===== config.mk =====
export PLATFORM = sky130hd
export DESIGN_NAME = dram_responder
export DESIGN_NICKNAME = d
export VERILOG_FILES = /design/src/rtl/lenet_dram_pkg.sv /design/src/rtl/req_fifo.sv /design/src/rtl/dram_responder.sv
export SDC_FILE = /design/constraint.sdc
export NUM_CORES = 1
export LEC_CHECK = 0
export ABC_AREA = 1
export BUFFER_PORTS_ARGS = -buffer_cell sky130_fd_sc_hd__buf_2
export CAP_MARGIN = 30
export CORE_MARGIN = 2
export CORE_UTILIZATION = 40
export DETAILED_ROUTE_END_ITERATION = 6
export PLACE_DENSITY = 0.65
export SYNTH_ARGS = -nofsm -noshare
export SYNTH_HDL_FRONTEND = slang
export SYNTH_SLANG_ARGS = --single-unit

===== constraint.sdc =====
create_clock -name clk -period 4.1 [get_ports clk]
set_input_delay 0.41 -clock clk [delete_from_list [all_inputs] [get_ports clk]]
set_output_delay 0.41 -clock clk [all_outputs]
set_load 0.02 [all_outputs]

===== src/rtl/lenet_dram_pkg.sv =====
`default_nettype none
// ============================================================================
//  Module      : lenet_dram_pkg
//  Description : Shared definitions for the lenet DRAM port responder:
//                default address/data widths, the read-request record and
//                a helper for sizing occupancy counters.
//  Revision    : 1.0 - initial release
// ============================================================================
package lenet_dram_pkg;

    localparam int c_ADDR_W = 18;
    localparam int c_DATA_W = 32;

    // One queued read request.
    typedef struct packed {
        logic [c_ADDR_W-1:0] addr;
    } rd_req_t;

    // Width of a counter that must represent 0..depth inclusive.
    function automatic int cnt_width(input int depth);
        return $clog2(depth) + 1;
    endfunction

endpackage
`default_nettype wire


===== src/rtl/req_fifo.sv =====
`default_nettype none
// ============================================================================
//  Module      : req_fifo
//  Description : Synchronous FIFO with registered occupancy count.
//                Ports: clk, srst (sync active-high), push/push_data,
//                pop/pop_data (head is visible combinationally), count,
//                full, empty. Pushes when full and pops when empty are
//                ignored. DEPTH must be a power of two so the pointers wrap
//                naturally.
//  Revision    : 1.0 - initial release
// ============================================================================
module req_fifo
    import lenet_dram_pkg::*;
#(
    parameter int WIDTH = c_ADDR_W,
    parameter int DEPTH = 4,
    localparam int c_CNT_W = cnt_width(DEPTH)
) (
    input  logic               clk,
    input  logic               srst,
    input  logic               push,
    input  logic [WIDTH-1:0]   push_data,
    input  logic               pop,
    output logic [WIDTH-1:0]   pop_data,
    output logic [c_CNT_W-1:0] count,
    output logic               full,
    output logic               empty
);

    localparam int c_PTR_W = $clog2(DEPTH);

    logic [WIDTH-1:0]   r_mem [DEPTH];
    logic [c_PTR_W-1:0] r_wptr;
    logic [c_PTR_W-1:0] r_rptr;
    logic [c_CNT_W-1:0] r_count;
    logic               w_push_ok;
    logic               w_pop_ok;

    assign full      = (r_count == c_CNT_W'(DEPTH));
    assign empty     = (r_count == '0);
    assign w_push_ok = push & ~full;
    assign w_pop_ok  = pop & ~empty;
    assign count     = r_count;
    assign pop_data  = r_mem[r_rptr];

    always_ff @(posedge clk) begin
        if (srst) begin
            r_wptr  <= '0;
            r_rptr  <= '0;
            r_count <= '0;
        end else begin
            if (w_push_ok) r_wptr <= r_wptr + c_PTR_W'(1);
            if (w_pop_ok)  r_rptr <= r_rptr + c_PTR_W'(1);
            case ({w_push_ok, w_pop_ok})
                2'b10:   r_count <= r_count + c_CNT_W'(1);
                2'b01:   r_count <= r_count - c_CNT_W'(1);
                default: r_count <= r_count;
            endcase
        end
    end

    // Storage needs no reset: entries are only read once the count says so.
    always_ff @(posedge clk) begin
        if (w_push_ok) r_mem[r_wptr] <= push_data;
    end

endmodule
`default_nettype wire


===== src/rtl/dram_responder.sv =====
`default_nettype none
// ============================================================================
//  Module      : dram_responder
//  Description : Memory-side responder for the lenet DRAM port. Accepts read
//                requests (dram_en_rd/addr_in) into a read-address FIFO and
//                write requests (dram_en_wr/addr_out/data_out) into a
//                one-entry write register, serialises them onto a
//                single-port 1-cycle-latency memory (mem_*), and returns
//                read data in order through a READ_LAT+1 stage delay line
//                (dram_valid/data_in). rdy_data gates both request types.
//  Ports       : clk, srst | dram_en_rd, addr_in, dram_en_wr, addr_out,
//                data_out, rdy_data | dram_valid, data_in |
//                mem_en, mem_we, mem_addr, mem_wdata, mem_rdata
//  Revision    : 1.0 - initial release
// ============================================================================
module dram_responder
    import lenet_dram_pkg::*;
#(
    parameter int ADDR_W      = c_ADDR_W,
    parameter int DATA_W      = c_DATA_W,
    parameter int RFIFO_DEPTH = 4,
    parameter int READ_LAT    = 0
) (
    input  logic              clk,
    input  logic              srst,
    input  logic              dram_en_rd,
    input  logic [ADDR_W-1:0] addr_in,
    input  logic              dram_en_wr,
    input  logic [ADDR_W-1:0] addr_out,
    input  logic [DATA_W-1:0] data_out,
    output logic              rdy_data,
    output logic              dram_valid,
    output logic [DATA_W-1:0] data_in,
    output logic              mem_en,
    output logic              mem_we,
    output logic [ADDR_W-1:0] mem_addr,
    output logic [DATA_W-1:0] mem_wdata,
    input  logic [DATA_W-1:0] mem_rdata
);

    localparam int c_CNT_W  = cnt_width(RFIFO_DEPTH);
    localparam int c_STAGES = READ_LAT + 1;

    // ------------------------------------------------------------------
    // Request acceptance
    // ------------------------------------------------------------------
    logic               r_rdy;
    logic               w_rd_push;
    logic               w_wr_acc;
    logic [ADDR_W-1:0]  w_head;
    logic [c_CNT_W-1:0] w_count;
    logic [c_CNT_W-1:0] w_cnt_next;
    logic               w_full;
    logic               w_empty;

    // r_rdy is preset to 1 by reset and masked while srst is high, so the
    // port reads 0 during reset and 1 in the very first cycle after it.
    assign rdy_data  = r_rdy & ~srst;
    assign w_rd_push = dram_en_rd & rdy_data & ~w_full;
    assign w_wr_acc  = dram_en_wr & rdy_data;

    // ------------------------------------------------------------------
    // Write register
    // ------------------------------------------------------------------
    logic              r_wr_vld;
    logic [ADDR_W-1:0] r_wr_addr;
    logic [DATA_W-1:0] r_wr_data;

    // A held write is always issued in the cycle it is visible, so the
    // register simply reloads from this cycle's acceptance.
    always_ff @(posedge clk) begin
        if (srst) begin
            r_wr_vld  <= 1'b0;
            r_wr_addr <= '0;
            r_wr_data <= '0;
        end else begin
            r_wr_vld <= w_wr_acc;
            if (w_wr_acc) begin
                r_wr_addr <= addr_out;
                r_wr_data <= data_out;
            end
        end
    end

    // ------------------------------------------------------------------
    // Issue arbiter: held write first, then the read FIFO head
    // ------------------------------------------------------------------
    logic w_issue_wr;
    logic w_issue_rd;

    assign w_issue_wr = r_wr_vld & ~srst;
    assign w_issue_rd = ~r_wr_vld & ~w_empty & ~srst;

    assign mem_en    = w_issue_wr | w_issue_rd;
    assign mem_we    = w_issue_wr;
    assign mem_addr  = w_issue_wr ? r_wr_addr : (w_issue_rd ? w_head : '0);
    assign mem_wdata = w_issue_wr ? r_wr_data : '0;

    req_fifo #(
        .WIDTH (ADDR_W),
        .DEPTH (RFIFO_DEPTH)
    ) u_req_fifo (
        .clk       (clk),
        .srst      (srst),
        .push      (w_rd_push),
        .push_data (addr_in),
        .pop       (w_issue_rd),
        .pop_data  (w_head),
        .count     (w_count),
        .full      (w_full),
        .empty     (w_empty)
    );

    // ------------------------------------------------------------------
    // Backpressure: ready next cycle only if the FIFO will have room
    // ------------------------------------------------------------------
    always_comb begin
        w_cnt_next = w_count;
        if (w_rd_push && !w_issue_rd) w_cnt_next = w_count + c_CNT_W'(1);
        if (!w_rd_push && w_issue_rd) w_cnt_next = w_count - c_CNT_W'(1);
    end

    always_ff @(posedge clk) begin
        if (srst) r_rdy <= 1'b1;
        else      r_rdy <= (w_cnt_next < c_CNT_W'(RFIFO_DEPTH));
    end

    // ------------------------------------------------------------------
    // Response path: mem_rdata is valid the cycle after a read issue
    // ------------------------------------------------------------------
    logic              r_rd_issued;
    logic              r_stg_vld [c_STAGES];
    logic [DATA_W-1:0] r_stg_dat [c_STAGES];

    always_ff @(posedge clk) begin
        if (srst) r_rd_issued <= 1'b0;
        else      r_rd_issued <= w_issue_rd;
    end

    // Data only advances alongside a valid bit, so every stage (and hence
    // data_in) keeps the most recent response between strobes.
    always_ff @(posedge clk) begin
        if (srst) begin
            for (int k = 0; k < c_STAGES; k++) begin
                r_stg_vld[k] <= 1'b0;
                r_stg_dat[k] <= '0;
            end
        end else begin
            r_stg_vld[0] <= r_rd_issued;
            if (r_rd_issued) r_stg_dat[0] <= mem_rdata;
            for (int k = 1; k < c_STAGES; k++) begin
                r_stg_vld[k] <= r_stg_vld[k-1];
                if (r_stg_vld[k-1]) r_stg_dat[k] <= r_stg_dat[k-1];
            end
        end
    end

    assign dram_valid = r_stg_vld[c_STAGES-1] & ~srst;
    assign data_in    = srst ? '0 : r_stg_dat[c_STAGES-1];

endmodule
`default_nettype wire


* Word-level counts from Yosys, hierarchy flattened
Memory sizes are Yosys's and may differ from the RTL's. A register that Yosys moved wholly into a read port is not among the register bits.
Cells that the tools add are included.
** Operators by class
- Bitwise logic cells :: 15
- Reduce and logical (&&, ||, !) cells :: 8
- Equality and inequality tests :: 3
- $add $sub $neg :: 4
- Mux-type cells :: 21
- Order comparisons :: 1
** Operator list (number)
- $mux 32 :: 3
- $mux 18 :: 2
- $reduce_or 32->1 :: 1
- $mux 1 :: 11
- $and 1x1->1 :: 10
- $mux 3 :: 2
- $pmux 3 s2 :: 1
- $add 2x1->2 const B :: 2
- $mux 2 :: 2
- $not 1->1 :: 4
- $add 3x1->3 const B :: 1
- $eq 3x3->1 const B :: 1
- $logic_not 3->1 :: 1
- $lt 3x3->1 const B :: 1
- $sub 3x1->3 const B :: 1
- $eq 2x1->1 const B :: 1
- $eq 2x2->1 const B :: 1
- $logic_and 1x1->1 :: 2
- $logic_not 1->1 :: 2
- $reduce_bool 2->1 :: 1
- $or 1x1->1 :: 1
- $reduce_or 1->1 :: 1
** Word-level totals
- Input bits :: 104
- RAM bits :: 105
- Output and inout bits :: 86
- Register bits :: 60
- Word-level logic and storage cells :: 63
- Memories :: 3
** Memory list
- u_req_fifo.r_mem :: depth 4, width 18, rd ports 1, clocked after Yosys merged registers in 1, wr ports 1, RTL line req_fifo.sv:32 : logic [WIDTH-1:0] r_mem [DEPTH];
- r_stg_dat :: depth 1, width 32, rd ports 1, clocked after Yosys merged registers in 0, wr ports 1, RTL line dram_responder.sv:133 : logic [DATA_W-1:0] r_stg_dat [c_STAGES];
- r_stg_vld :: depth 1, width 1, rd ports 1, clocked after Yosys merged registers in 0, wr ports 1, RTL line dram_responder.sv:132 : logic r_stg_vld [c_STAGES];

* Logic depth before layout (Yosys ltp)
Gate-level depths: netlist of run 1.
- Depth in word-level cells :: 9
- Depth in mapped cells :: 12
- Mapped depth without buffers :: 11

* Hierarchy
Synthesis of run 1 repeated with hierarchy kept, for this count alone.
** Second synthesis, totals
- Cells, all modules :: 746
- Area, all modules :: 7160.6 um^2
** Modules (own cells, without submodules)
- dram_responder :: cells an instance 502, instances 1, area each 3890.0 um^2, seq. area each 2042.0 um^2
- req_fifo :: cells an instance 244, instances 1, area each 3270.6 um^2, seq. area each 2342.2 um^2

* Least setup slack after synthesis of run 1
No wires, ideal clock.
- Path type :: input -> register
- Start :: input port srst
- End :: memory u_req_fifo.r_mem[0][0] in the netlist's numbering, enable pin
- Path slack :: 1840 ps
- Library setup time :: 393 ps
- Data arrival time :: 1867 ps
- Required time :: 3707 ps
- Path buffers :: 1
- Stages :: 4
- Path through :: nor2_1 nand3_1 buf_2 nor2_1
** On the way
- Longest elaborated chain between the ends :: 7
** Ends and longest elaborated chain
- from (decl) :: RTL line dram_responder.sv:25 : input logic srst,
- $not 1->1 :: RTL line dram_responder.sv:58 : assign rdy_data = r_rdy & ~srst;
- $and 1x1->1 :: RTL line dram_responder.sv:58
- $and 1x1->1 (2 in a row) :: RTL line dram_responder.sv:59 : assign w_rd_push = dram_en_rd & rdy_data & ~w_full;
- $and 1x1->1 :: RTL line req_fifo.sv:41 : assign w_push_ok = push & ~full;
- $mux 1 :: RTL line req_fifo.sv:64 : if (w_push_ok) r_mem[r_wptr] <= push_data;
- $mux 1 (not written as such) :: RTL line req_fifo.sv:64
- to (decl) :: RTL line req_fifo.sv:32
Every way passes these cells.

* Worst setup path in the final report of run 1
- Start :: register u_req_fifo.r_count[0], in the netlist u_req_fifo.count[0]
- End :: output port mem_addr[6]
** On the way
- Longest elaborated chain between the ends :: 6
** Ends and longest elaborated chain
- from (decl) :: RTL line req_fifo.sv:35 : logic [c_CNT_W-1:0] r_count;
- from (signal assigned) :: RTL line req_fifo.sv:55 : 2'b10: r_count <= r_count + c_CNT_W'(1);
- from (signal assigned) :: RTL line req_fifo.sv:56 : 2'b01: r_count <= r_count - c_CNT_W'(1);
- from (signal assigned) :: RTL line req_fifo.sv:57 : default: r_count <= r_count;
- $logic_not 3->1 :: RTL line req_fifo.sv:40 : assign empty = (r_count == '0);
- $not 1->1 :: RTL line dram_responder.sv:92 : assign w_issue_rd = ~r_wr_vld & ~w_empty & ~srst;
- $and 1x1->1 (2 in a row) :: RTL line dram_responder.sv:92
- $mux 18 (2 in a row) :: RTL line dram_responder.sv:96 : assign mem_addr = w_issue_wr ? r_wr_addr : (w_issue_rd ? w_head : '0);
- to (decl) :: RTL line dram_responder.sv:36 : output logic [ADDR_W-1:0] mem_addr,
Every way passes these cells.

==> metrics.txt, run 1 <==
DR vias=5,433; sequential area share after synthesis=around 63%; Max-cap violations=0; Post-synth EDFFs=~100; Clock Sinks=about 170; CTS buffer count=17; Setup-failing EPs final=0; Ys Warns=0; wire length of the first global-routing pass=around 25,000 um; placed cell count=1,136; max frequency=between 300 and 400 MHz; Syn Inst Count=~750; # DRC=0; initial antenna violation count=0; Final Util=50.5%; FF+latch count, synth=between 150 and 200; worst-path fanout max=23; NetSw=between 0.001 and 0.0015 W; hpwl dp=roughly 11,000 um; Cell Int Power=between 0.003 and 0.004 W; final max-slew violation count=0; LEAKAGE=3.94 nW; full die area=around 19,000 um2; Die Ht=136 um; Top delay family on crit path=simple AND/OR/NAND/NOR gates; initial DRC count=369; commonest non-fill, non-tap cell in the layout=buf_2; CP required=3.69 ns; CTS root buf=clkbuf_16; non-filler cells, final=1,168; IO buf count=between 150 and 200; layout cells sized above 1=25.8%; Fin. Hold Viols=0; Clock Power Share=between 30% and 40%; GRT overflow=0; RSZ-0062 raised after global routing=false; die width=between 100 and 150 um; vias in the first global route=between 5,000 and 6,000; Post-CTS Resized=0; final wirelength=roughly 16,000 um; critical path class=flop to output port; synthesized cell area=~7000 um2; Inserted Diodes=0; Worst Skew=around 0.013 ns; Skew-Pair Late Insertion Delay=about 0.42 ns; post-synth net total=~870; clk buf depth=2; drt via density=roughly 4.7; TritonRoute pass-1 iters=4; I/O Pins=190; Min Clock Period, post-route=between 2 and 3 ns; Routed Antenna Nets=0; switching part of the total=31.2%; WP data arrival=approximately 2.3 ns; clock-pin slew on the worst setup and hold paths=~0.070 ns; P&R area growth vs syn=24.1%; CP max stage cell=nor2_4; H-tree levels=4; largest stage delay on the critical path=0.50 ns; Worst Path Buf+Inv=2; Sum Neg Setup Slack=0 ns; Post-synth ARST share=0%; worst relative slew slack=around 52%; Min-Delay Path Class=input pin to flop; synth unique cells=25; outcome=finished clean; TritonCTS clock tree=yes; CORE AREA=~17,000 um2; sequential power share=43.7%; PwrDens=approximately 550 nW/um2; Mapped Avg Cell Area=a little over 9 um2; CP Capture Type=output port; Main synth FF type=edfxtp_1; # Post-CTS Setup Buffers=0; final worst-path cycle share=about two thirds; Starting Density=between 40% and 50%; GRT Total Usage=between 10% and 20%; Comb pwr share=23.7%; crit path launch type=flop; Fillers=1,636; crit-path cells=inv_1, ha_1, nand2_1, nand2_2, nor2_4, nand3_1, o21ai_0, buf_2; WL/cell=13.9 um; Final #Nets=between 1,000 and 1,500; peak supply drop=approximately 330 uV; commonest cells after routing, fill and taps aside=189 x buf_2, 183 x nand2_1, 106 x nor2_1; Slew @ Worst Pin=0.726 ns; hold_buf cts=0; FP Rows=48; routability cong.=slightly below 0.8; largest net degree at the start of global routing=48
## sequential cells by signal (all words and copies together), names as in the netlist, named ones only
name	cells
u_req_fifo.r_wptr	2
u_req_fifo.r_mem	72
r_wr_vld	1
r_rd_issued	1
u_req_fifo.r_rptr	2
r_stg_vld	1
r_rdy	1
r_stg_dat	32
u_req_fifo.count	3
r_wr_addr	18
r_wr_data	32
## layer usage
metal / up-vias / GRT usage [%] / routed length [um]
met4: 0 / 6.02 / 298
li1: 2759 / - / -
met2: 160 / 28.6 / 7720
met3: 18 / 4.36 / 934
met1: 2496 / 23.0 / 7320
met5: - / 0 / 0
## cell usage after synthesis, types with 4 or more instances
cell / n / area share [%]
nand3_1: 60 / 4.3
dfxtp_1: 63 / 18
inv_2: 5 / 0.27
nand2_1: 183 / 9.8
buf_6: 4 / 0.64
ha_1: 9 / 1.6
o21ai_1: 7 / 0.50
clkbuf_1: 8 / 0.43
inv_1: 91 / 4.9
a21oi_1: 8 / 0.57
buf_4: 4 / 0.43
buf_2: 23 / 1.6
nor2_1: 106 / 5.7
edfxtp_1: 104 / 45
o31ai_2: 6 / 1.1
o21ai_0: 58 / 4.1
## power by group through the flow
| stage | combinational [W] | clock (W) | sequential (W) |
|---|---|---|---|
| after floorplan | 0.000827 | 0 | 0.00211 |
| after global placement | 0.00113 | 0 | 0.00213 |
| after detailed placement | 0.00115 | 0 | 0.00213 |
| after CTS | 0.00116 | 0.00160 | 0.00210 |
| after global routing | 0.00128 | 0.00167 | 0.00212 |
| final | 0.00114 | 0.00156 | 0.00210 |
## through the flow
stage	power (W)	setup slack [ns]	hold WS (ns)	instance area [um2]
2_1_floorplan	0.00294	1.84	0.422	7000
3_3_place_gp	0.00326	1.56	0.461	8080
3_5_place_dp	0.00329	1.50	0.461	8100
4_1_cts	0.00486	1.36	0.161	8680
5_1_grt	0.00507	1.21	0.184	8680
6_report	0.00480	1.37	0.191	8680
## logic make-up after synthesis
| kind of cell | count (synthesis) | synth area share [%] |
|---|---|---|
| flops | 167 | 62.7 |
| compound gates | 81 | 6.51 |
| xor+xnor | 4 | 0.501 |
| fa+ha+maj | 9 | 1.61 |
| buf+inv | 138 | 8.46 |
| simple gates | 353 | 20.2 |
## final cells by class
cell class	instances	area [um2]	share of cell area [%]
multi-input combinational	447	2020	23.3
inverter	96	360	4.15
tap	225	282	3.24
clock buffer	22	488	5.62
sequential	167	4380	50.5
clock inverter	10	90.1	1.04
timing repair buffer	201	1060	12.2
## worst reg2reg max path: stages (launching register included)
cell and delay, ns:
dfxtp_1 0.33, inv_1 0.08, ha_1 0.22, nand2_1 0.10, nand2_2 0.09, nor2_4 0.50
ha_1 0.40, nand3b_1 0.18, nand2_1 0.06, inv_1 0.03
## final timing paths
| check | from | to | slack [ns] | cells past startpoint |
|---|---|---|---|---|
| worst min register to register | r_rd_issued | r_stg_vld[0] | 0.47 | 2 |
| worst max-delay path | u_req_fifo.count[0] | mem_addr[6] | 1.37 | 8 |
| worst max register to register | u_req_fifo.count[0] | u_req_fifo.count[2] | 2.00 | 9 |
| worst min-delay path | data_out[31] | r_wr_data[31] | 0.19 | 3 |
No activity file was read; power rests on OpenSTA's default activity.
==> run 2, diff against run 1 <==
--- a/config.mk
+++ b/config.mk
@@ -11,7 +11,7 @@
 export CORE_MARGIN = 2
 export CORE_UTILIZATION = 40
 export DETAILED_ROUTE_END_ITERATION = 6
-export PLACE_DENSITY = 0.65
+export PLACE_DENSITY = 0.67
 export SYNTH_ARGS = -nofsm -noshare
 export SYNTH_HDL_FRONTEND = slang
 export SYNTH_SLANG_ARGS = --single-unit
==> constraint.sdc (replaced) <==
create_clock -name clk -period 2.31 [get_ports clk]
set_input_delay 0.231 -clock clk [delete_from_list [all_inputs] [get_ports clk]]
set_output_delay 0.231 -clock clk [all_outputs]
set_load 0.02 [all_outputs]
==> metrics.txt, run 2 (synthesized netlist as in run 1, its figures left out) <==
Setup-failing EPs final=0 (unchanged); Sum Neg Setup Slack=0 ns (unchanged); pre-CTS worst setup slack=0.308 ns (was 1.50 ns); Final #Nets=1,055 (was 1,043); most used cell, CP=nand2_2; GRT overflow=0 (unchanged); H-tree levels=4 (unchanged); setup slack after layout=0.115 ns (was 1.37 ns); CP Launch Point=u_req_fifo.count[0] (unchanged); initial antenna violation count=0 (unchanged); layout cells sized above 1=27.1% (was 25.8%); routability cong.=0.842 (was 0.786); drt via density=4.55 (was 4.65); IO buf count=189 (unchanged); die width=136 um (unchanged); LEAKAGE=3.99 nW (was 3.94 nW); Min Clock Period, post-route=2.20 ns; RR Startpoint=u_req_fifo.count[0] (unchanged); Die Ht=136 um (unchanged); Final Cell Area=8830 um2 (was 8680 um2); Multi-input gate area=2040 um2 (was 2020 um2); Min-Delay Path Class=input pin to flop (unchanged); peak supply drop=531 uV (was 334 uV); Worst Skew=0.0158 ns (was 0.0130 ns); reg2reg setup slack=0.45 ns (was 2.00 ns); capturing point of the worst reg2reg path=u_req_fifo.count[0] (was u_req_fifo.count[2]); critical path class=flop to output port (unchanged); full die area=18,600 um2 (unchanged); final wirelength=15,700 um (was 16,300 um); clock-pin slew on the worst setup and hold paths=0.07 ns (about the same); WL/cell=13.3 um (was 13.9 um); P&R area growth vs syn=26.3% (was 24.1%); # DRC=0 (unchanged); Clock Sinks=167 (unchanged); WP data arrival=1.96 ns (was 2.32 ns); FP Rows=48 (unchanged); worst-path fanout max=6 (was 23); final worst-path cycle share=a little over nine tenths; TritonCTS clock tree=yes (unchanged); Fillers=1,585 (was 1,636); GRT Total Usage=16.7% (was 17.6%); Routed Antenna Nets=0 (unchanged); crit path to=mem_addr[10] (was mem_addr[6]); CP required=2.08 ns (was 3.69 ns); hpwl dp=10,400 um (was 10,800 um); clk buf depth=2 (unchanged); CP Capture Type=output port (unchanged); vias in the first global route=4,954 (was 5,093); Reg2Reg Depth=7 (was 9); I/O Pins=190 (unchanged); Top delay family on crit path=buffers and inverters (was simple AND/OR/NAND/NOR gates); Largest regs=u_req_fifo.r_mem (72), r_stg_dat (32), r_wr_data (32) (unchanged); wire length of the first global-routing pass=24,100 um (was 25,100 um); Fin. Hold Viols=0 (unchanged); TritonRoute pass-1 iters=4 (unchanged); worst relative slew slack=57.8% (was 51.5%); initial DRC count=333 (was 369); DR vias=5,370 (was 5,433); crit-path cells=inv_1, ha_2, nand2_2, nand2_2, nor2_4, buf_6, clkbuf_16, nand3_2, o21ai_0, buf_2 (was inv_1, ha_1, nand2_1, nand2_2, nor2_4, nand3_1, o21ai_0, buf_2); commonest cells after routing, fill and taps aside=187 x buf_2, 182 x nand2_1, 106 x nor2_1 (was 189 x buf_2, 183 x nand2_1, 106 x nor2_1); WHS Path Cells=3 (unchanged); Max-cap violations=0 (unchanged); RSZ-0062 raised after global routing=false (unchanged); Final Util=51.4% (was 50.5%); Top reg by flops=u_req_fifo.r_mem (unchanged); CTS buffer count=17 (unchanged); crit path launch type=flop (unchanged); max frequency=about 460 MHz; Worst Path Buf+Inv=4 (was 2); Inserted Diodes=0 (unchanged); PwrDens=986 nW/um2 (was 553 nW/um2); CP Depth=10 (was 8); max reg flops=72 (unchanged); Placed Area=8120 um2 (was 8100 um2); final max-slew violation count=0 (unchanged); largest stage delay on the critical path=0.33 ns (was 0.50 ns); largest net degree at the start of global routing=55 (was 48); Starting Density=40.7% (unchanged); CP max stage cell=dfxtp_1 (was nor2_4); CORE AREA=17,200 um2 (unchanged); outcome=finished clean (unchanged); commonest non-fill, non-tap cell in the layout=buf_2 (unchanged); sequential cell area=4380 um2 (unchanged); CTS root buf=clkbuf_16 (unchanged); Slew @ Worst Pin=0.633 ns (was 0.726 ns); Skew-Pair Late Insertion Delay=0.42 ns (about the same); worst hold slack=0.00770 ns (was 0.191 ns)
-- run 2: final cells by class --
cell class / count / share of cell area, %
multi-input cells: 447 / 23.1
inverters: 96 / 4.08
clock inverters: 14 / 1.86
repair buffers: 213 / 13.3
well taps: 225 / 3.19
clock buffers: 18 / 4.86
flip-flops and latches: 167 / 49.6
-- run 2: how the worst min path moves through the flow --
stage	from	end	slack (ns)
2_1_floorplan	addr_in[0]	u_req_fifo.r_mem[0][0]	0.33
3_3_place_gp	addr_out[2]	r_wr_addr[2]	0.43
3_5_place_dp	data_out[24]	r_wr_data[24]	0.43
4_1_cts	data_out[29]	r_wr_data[29]	0.0001
5_1_grt	data_out[24]	r_wr_data[24]	0.002
6_report	addr_out[10]	r_wr_addr[10]	0.008
-- run 2: metal layers --
layer,global-route usage [%],share of wire (%)
met3,3.80,5.0
met4,5.79,1.7
met1,22.6,46
met5,0,0
met2,26.5,48
-- run 2: power by group --
part | switching, W | internal, W | leakage, nW
clock | 0.00120 | 0.00163 | 0.288
sequential | 0.000127 | 0.00360 | 1.51
combinational | 0.00142 | 0.000742 | 2.20
total | 0.00275 | 0.00597 | 3.99
-- run 2: worst min-delay path: stages --
cell	delay, ns
buf_2	0.08
nand2_1	0.04
o21ai_0	0.05
-- run 2: stage by stage --
stage	std cells	power (W)
global placement	1139	0.00580
floorplan	752	0.00522
detailed placement	1139	0.00583
finish	1180	0.00871
global route	1180	0.00919
CTS	1177	0.00870
-- run 2: repair_timing --
item | in CTS | in global routing
cloned | 0 | 1
gates resized for setup | 2 | 8
hold endpoints to repair | 4 | 0
hold buffers | 4 | 0
setup endpoints to repair | 12 | 17
setup buffers | 2 | 2
pin swaps | 1 | 1
==> run 3, diff against run 2 <==
--- a/config.mk
+++ b/config.mk
@@ -12,6 +12,8 @@
 export CORE_UTILIZATION = 40
 export DETAILED_ROUTE_END_ITERATION = 6
 export PLACE_DENSITY = 0.67
+export REMOVE_ABC_BUFFERS = 1
+export SKIP_LAST_GASP = 1
 export SYNTH_ARGS = -nofsm -noshare
 export SYNTH_HDL_FRONTEND = slang
 export SYNTH_SLANG_ARGS = --single-unit
==> metrics.txt, run 3 (synthesized netlist as in run 1, its figures left out) <==
# DRC=0 (unchanged); CTS root buf=clkbuf_16 (unchanged); Reg2Reg Depth=10 (was 7); sequential power share=42.8% (about the same); outcome=finished clean (unchanged); layout cells sized above 1=27.0% (was 27.1%); RR Startpoint=u_req_fifo.count[0] (unchanged); clk buf depth=2 (unchanged); IO buf count=189 (unchanged); switching part of the total=30.7% (was 31.5%); Inserted Diodes=0 (unchanged); Clock Power Share=32.5% (was 32.4%); Fin. Hold Viols=0 (unchanged); Cell Int Power=0.00604 W (was 0.00597 W); final wirelength=16,100 um (was 15,700 um); Routed Antenna Nets=0 (unchanged); critical path class=flop to output port (unchanged); GRT overflow=0 (unchanged); placed cell count=1,143 (was 1,139); sequential cell area=4380 um2 (unchanged); worst hold slack=0.0107 ns (was 0.00770 ns); pre-CTS worst setup slack=0.415 ns (was 0.308 ns); Final #Nets=1,056 (was 1,055); TritonCTS clock tree=yes (unchanged); Die Ht=136 um (unchanged); total power=0.00871 W (about the same); worst hold start=addr_out[3] (was addr_out[10]); vias in the first global route=4,959 (was 4,954); PwrDens=985 nW/um2 (was 986 nW/um2); CTS buffer count=17 (unchanged); Min Clock Period, post-route=2.17 ns (was 2.20 ns); sink of the worst hold path=r_wr_addr[3] (was r_wr_addr[10]); FP Rows=48 (unchanged); initial DRC count=221 (was 333); drt via density=4.56 (was 4.55); commonest non-fill, non-tap cell in the layout=buf_2 (unchanged); CP Capture Type=output port (unchanged); NetSw=0.00267 W (was 0.00275 W); capturing point of the worst reg2reg path=u_req_fifo.count[2] (was u_req_fifo.count[0]); clock-pin slew on the worst setup and hold paths=0.06 ns (was 0.07 ns); die width=136 um (unchanged); full die area=18,600 um2 (unchanged); H-tree levels=4 (unchanged); Skew-Pair Late Insertion Delay=0.42 ns (about the same); peak supply drop=561 uV (was 531 uV); Setup-failing EPs final=0 (unchanged); DR vias=5,388 (was 5,370); max frequency=461 MHz (was 456 MHz); wire length of the first global-routing pass=24,800 um (was 24,100 um); worst-path fanout max=8 (was 6); Slew @ Worst Pin=0.614 ns (was 0.633 ns); I/O Pins=190 (unchanged); final max-slew violation count=0 (unchanged); WHS Path Cells=3 (unchanged); Multi-input gate area=2040 um2 (about the same); GRT Total Usage=17.4% (was 16.7%); worst relative slew slack=59.0% (was 57.8%); Largest regs=u_req_fifo.r_mem (72), r_stg_dat (32), r_wr_data (32) (unchanged); Clock Sinks=167 (unchanged); crit path launch type=flop (unchanged); routability cong.=0.812 (was 0.842); Max-cap violations=0 (unchanged); LEAKAGE=3.99 nW (about the same); RSZ-0062 raised after global routing=false (unchanged); setup slack after layout=0.143 ns (was 0.115 ns); P&R area growth vs syn=26.5% (was 26.3%); largest net degree at the start of global routing=61 (was 55); TritonRoute pass-1 iters=4 (unchanged); Min-Delay Path Class=input pin to flop (unchanged); non-filler cells, final=1,181 (was 1,180); Comb pwr share=24.7% (was 24.8%); Worst Skew=0.00910 ns (was 0.0158 ns); Top reg by flops=u_req_fifo.r_mem (unchanged); Final Util=51.5% (was 51.4%); CORE AREA=17,200 um2 (unchanged); CP required=2.08 ns (about the same); Starting Density=40.7% (unchanged); hpwl dp=11,100 um (was 10,400 um); reg2reg setup slack=0.45 ns (about the same); final worst-path cycle share=93.8% (was 95.0%); max reg flops=72 (unchanged); Fillers=1,601 (was 1,585); commonest cells after routing, fill and taps aside=186 x buf_2, 182 x nand2_1, 104 x edfxtp_1 (was 187 x buf_2, 182 x nand2_1, 106 x nor2_1); initial antenna violation count=0 (unchanged); WL/cell=13.6 um (was 13.3 um); WP data arrival=1.94 ns (was 1.96 ns)
run 3: per-stage QoR:
stage	instance area, um2	setup TNS (ns)
after floorplan	6760	-21.91
after global placement	8170	0
after detailed placement	8170	0
after CTS	8810	0
after global routing	8850	0
final	8850	0
run 3: how the worst max path moves through the flow:
stage,from,endpoint,slack [ns]
after CTS,u_req_fifo.count[0],mem_addr[14],0.05
after detailed placement,u_req_fifo.count[0],u_req_fifo.count[2],0.42
after global placement,u_req_fifo.count[0],u_req_fifo.count[2],0.44
final,u_req_fifo.count[0],mem_addr[14],0.14
after global routing,u_req_fifo.count[0],mem_addr[12],0.004
after floorplan,srst,r_wr_addr[13],-0.46
run 3: power groups by stage:
stage / logic, W / clock network, W / registers, W
2_1_floorplan: 0.00128 / 0 / 0.00381
3_3_place_gp: 0.00206 / 0 / 0.00378
3_5_place_dp: 0.00207 / 0 / 0.00379
4_1_cts: 0.00211 / 0.00289 / 0.00373
5_1_grt: 0.00241 / 0.00303 / 0.00377
6_report: 0.00215 / 0.00283 / 0.00373
run 3: area by class of cell:
class / instances / share of cell area, %
flip-flops and latches: 167 / 49.6
multi-input cells: 447 / 23.0
repair buffers: 214 / 13.5
clock buffers: 20 / 4.94
inverters: 96 / 4.07
well taps: 225 / 3.18
clock inverters: 12 / 1.71
run 3: repair_timing:
action | in CTS | in global routing
setup buffers | 1 | 0
pin swaps | 1 | 1
resized for setup | 0 | 8
setup endpoints to repair | 1 | 17
cloned | 0 | 1
hold buffers | 4 | 0
endpoints found under the hold margin | 4 | 0
run 3: metal layers:
| metal | global-route usage (%) | up-vias | wire length [um] |
|---|---|---|---|
| li1 | - | 2785 | - |
| met1 | 21.7 | 2433 | 7090 |
| met2 | 30.0 | 152 | 8000 |
| met3 | 3.24 | 18 | 775 |
| met4 | 6.31 | 0 | 226 |
| met5 | 0 | - | 0 |
run 3: worst max-delay path, stage by stage (launching register included):
cell	delay (ns)
dfxtp_1	0.35
inv_2	0.06
ha_2	0.19
nand2_2	0.09
nand2_2	0.08
nor2_4	0.22
buf_12	0.17
nand3_1	0.09
o21ai_1	0.10
buf_4	0.17
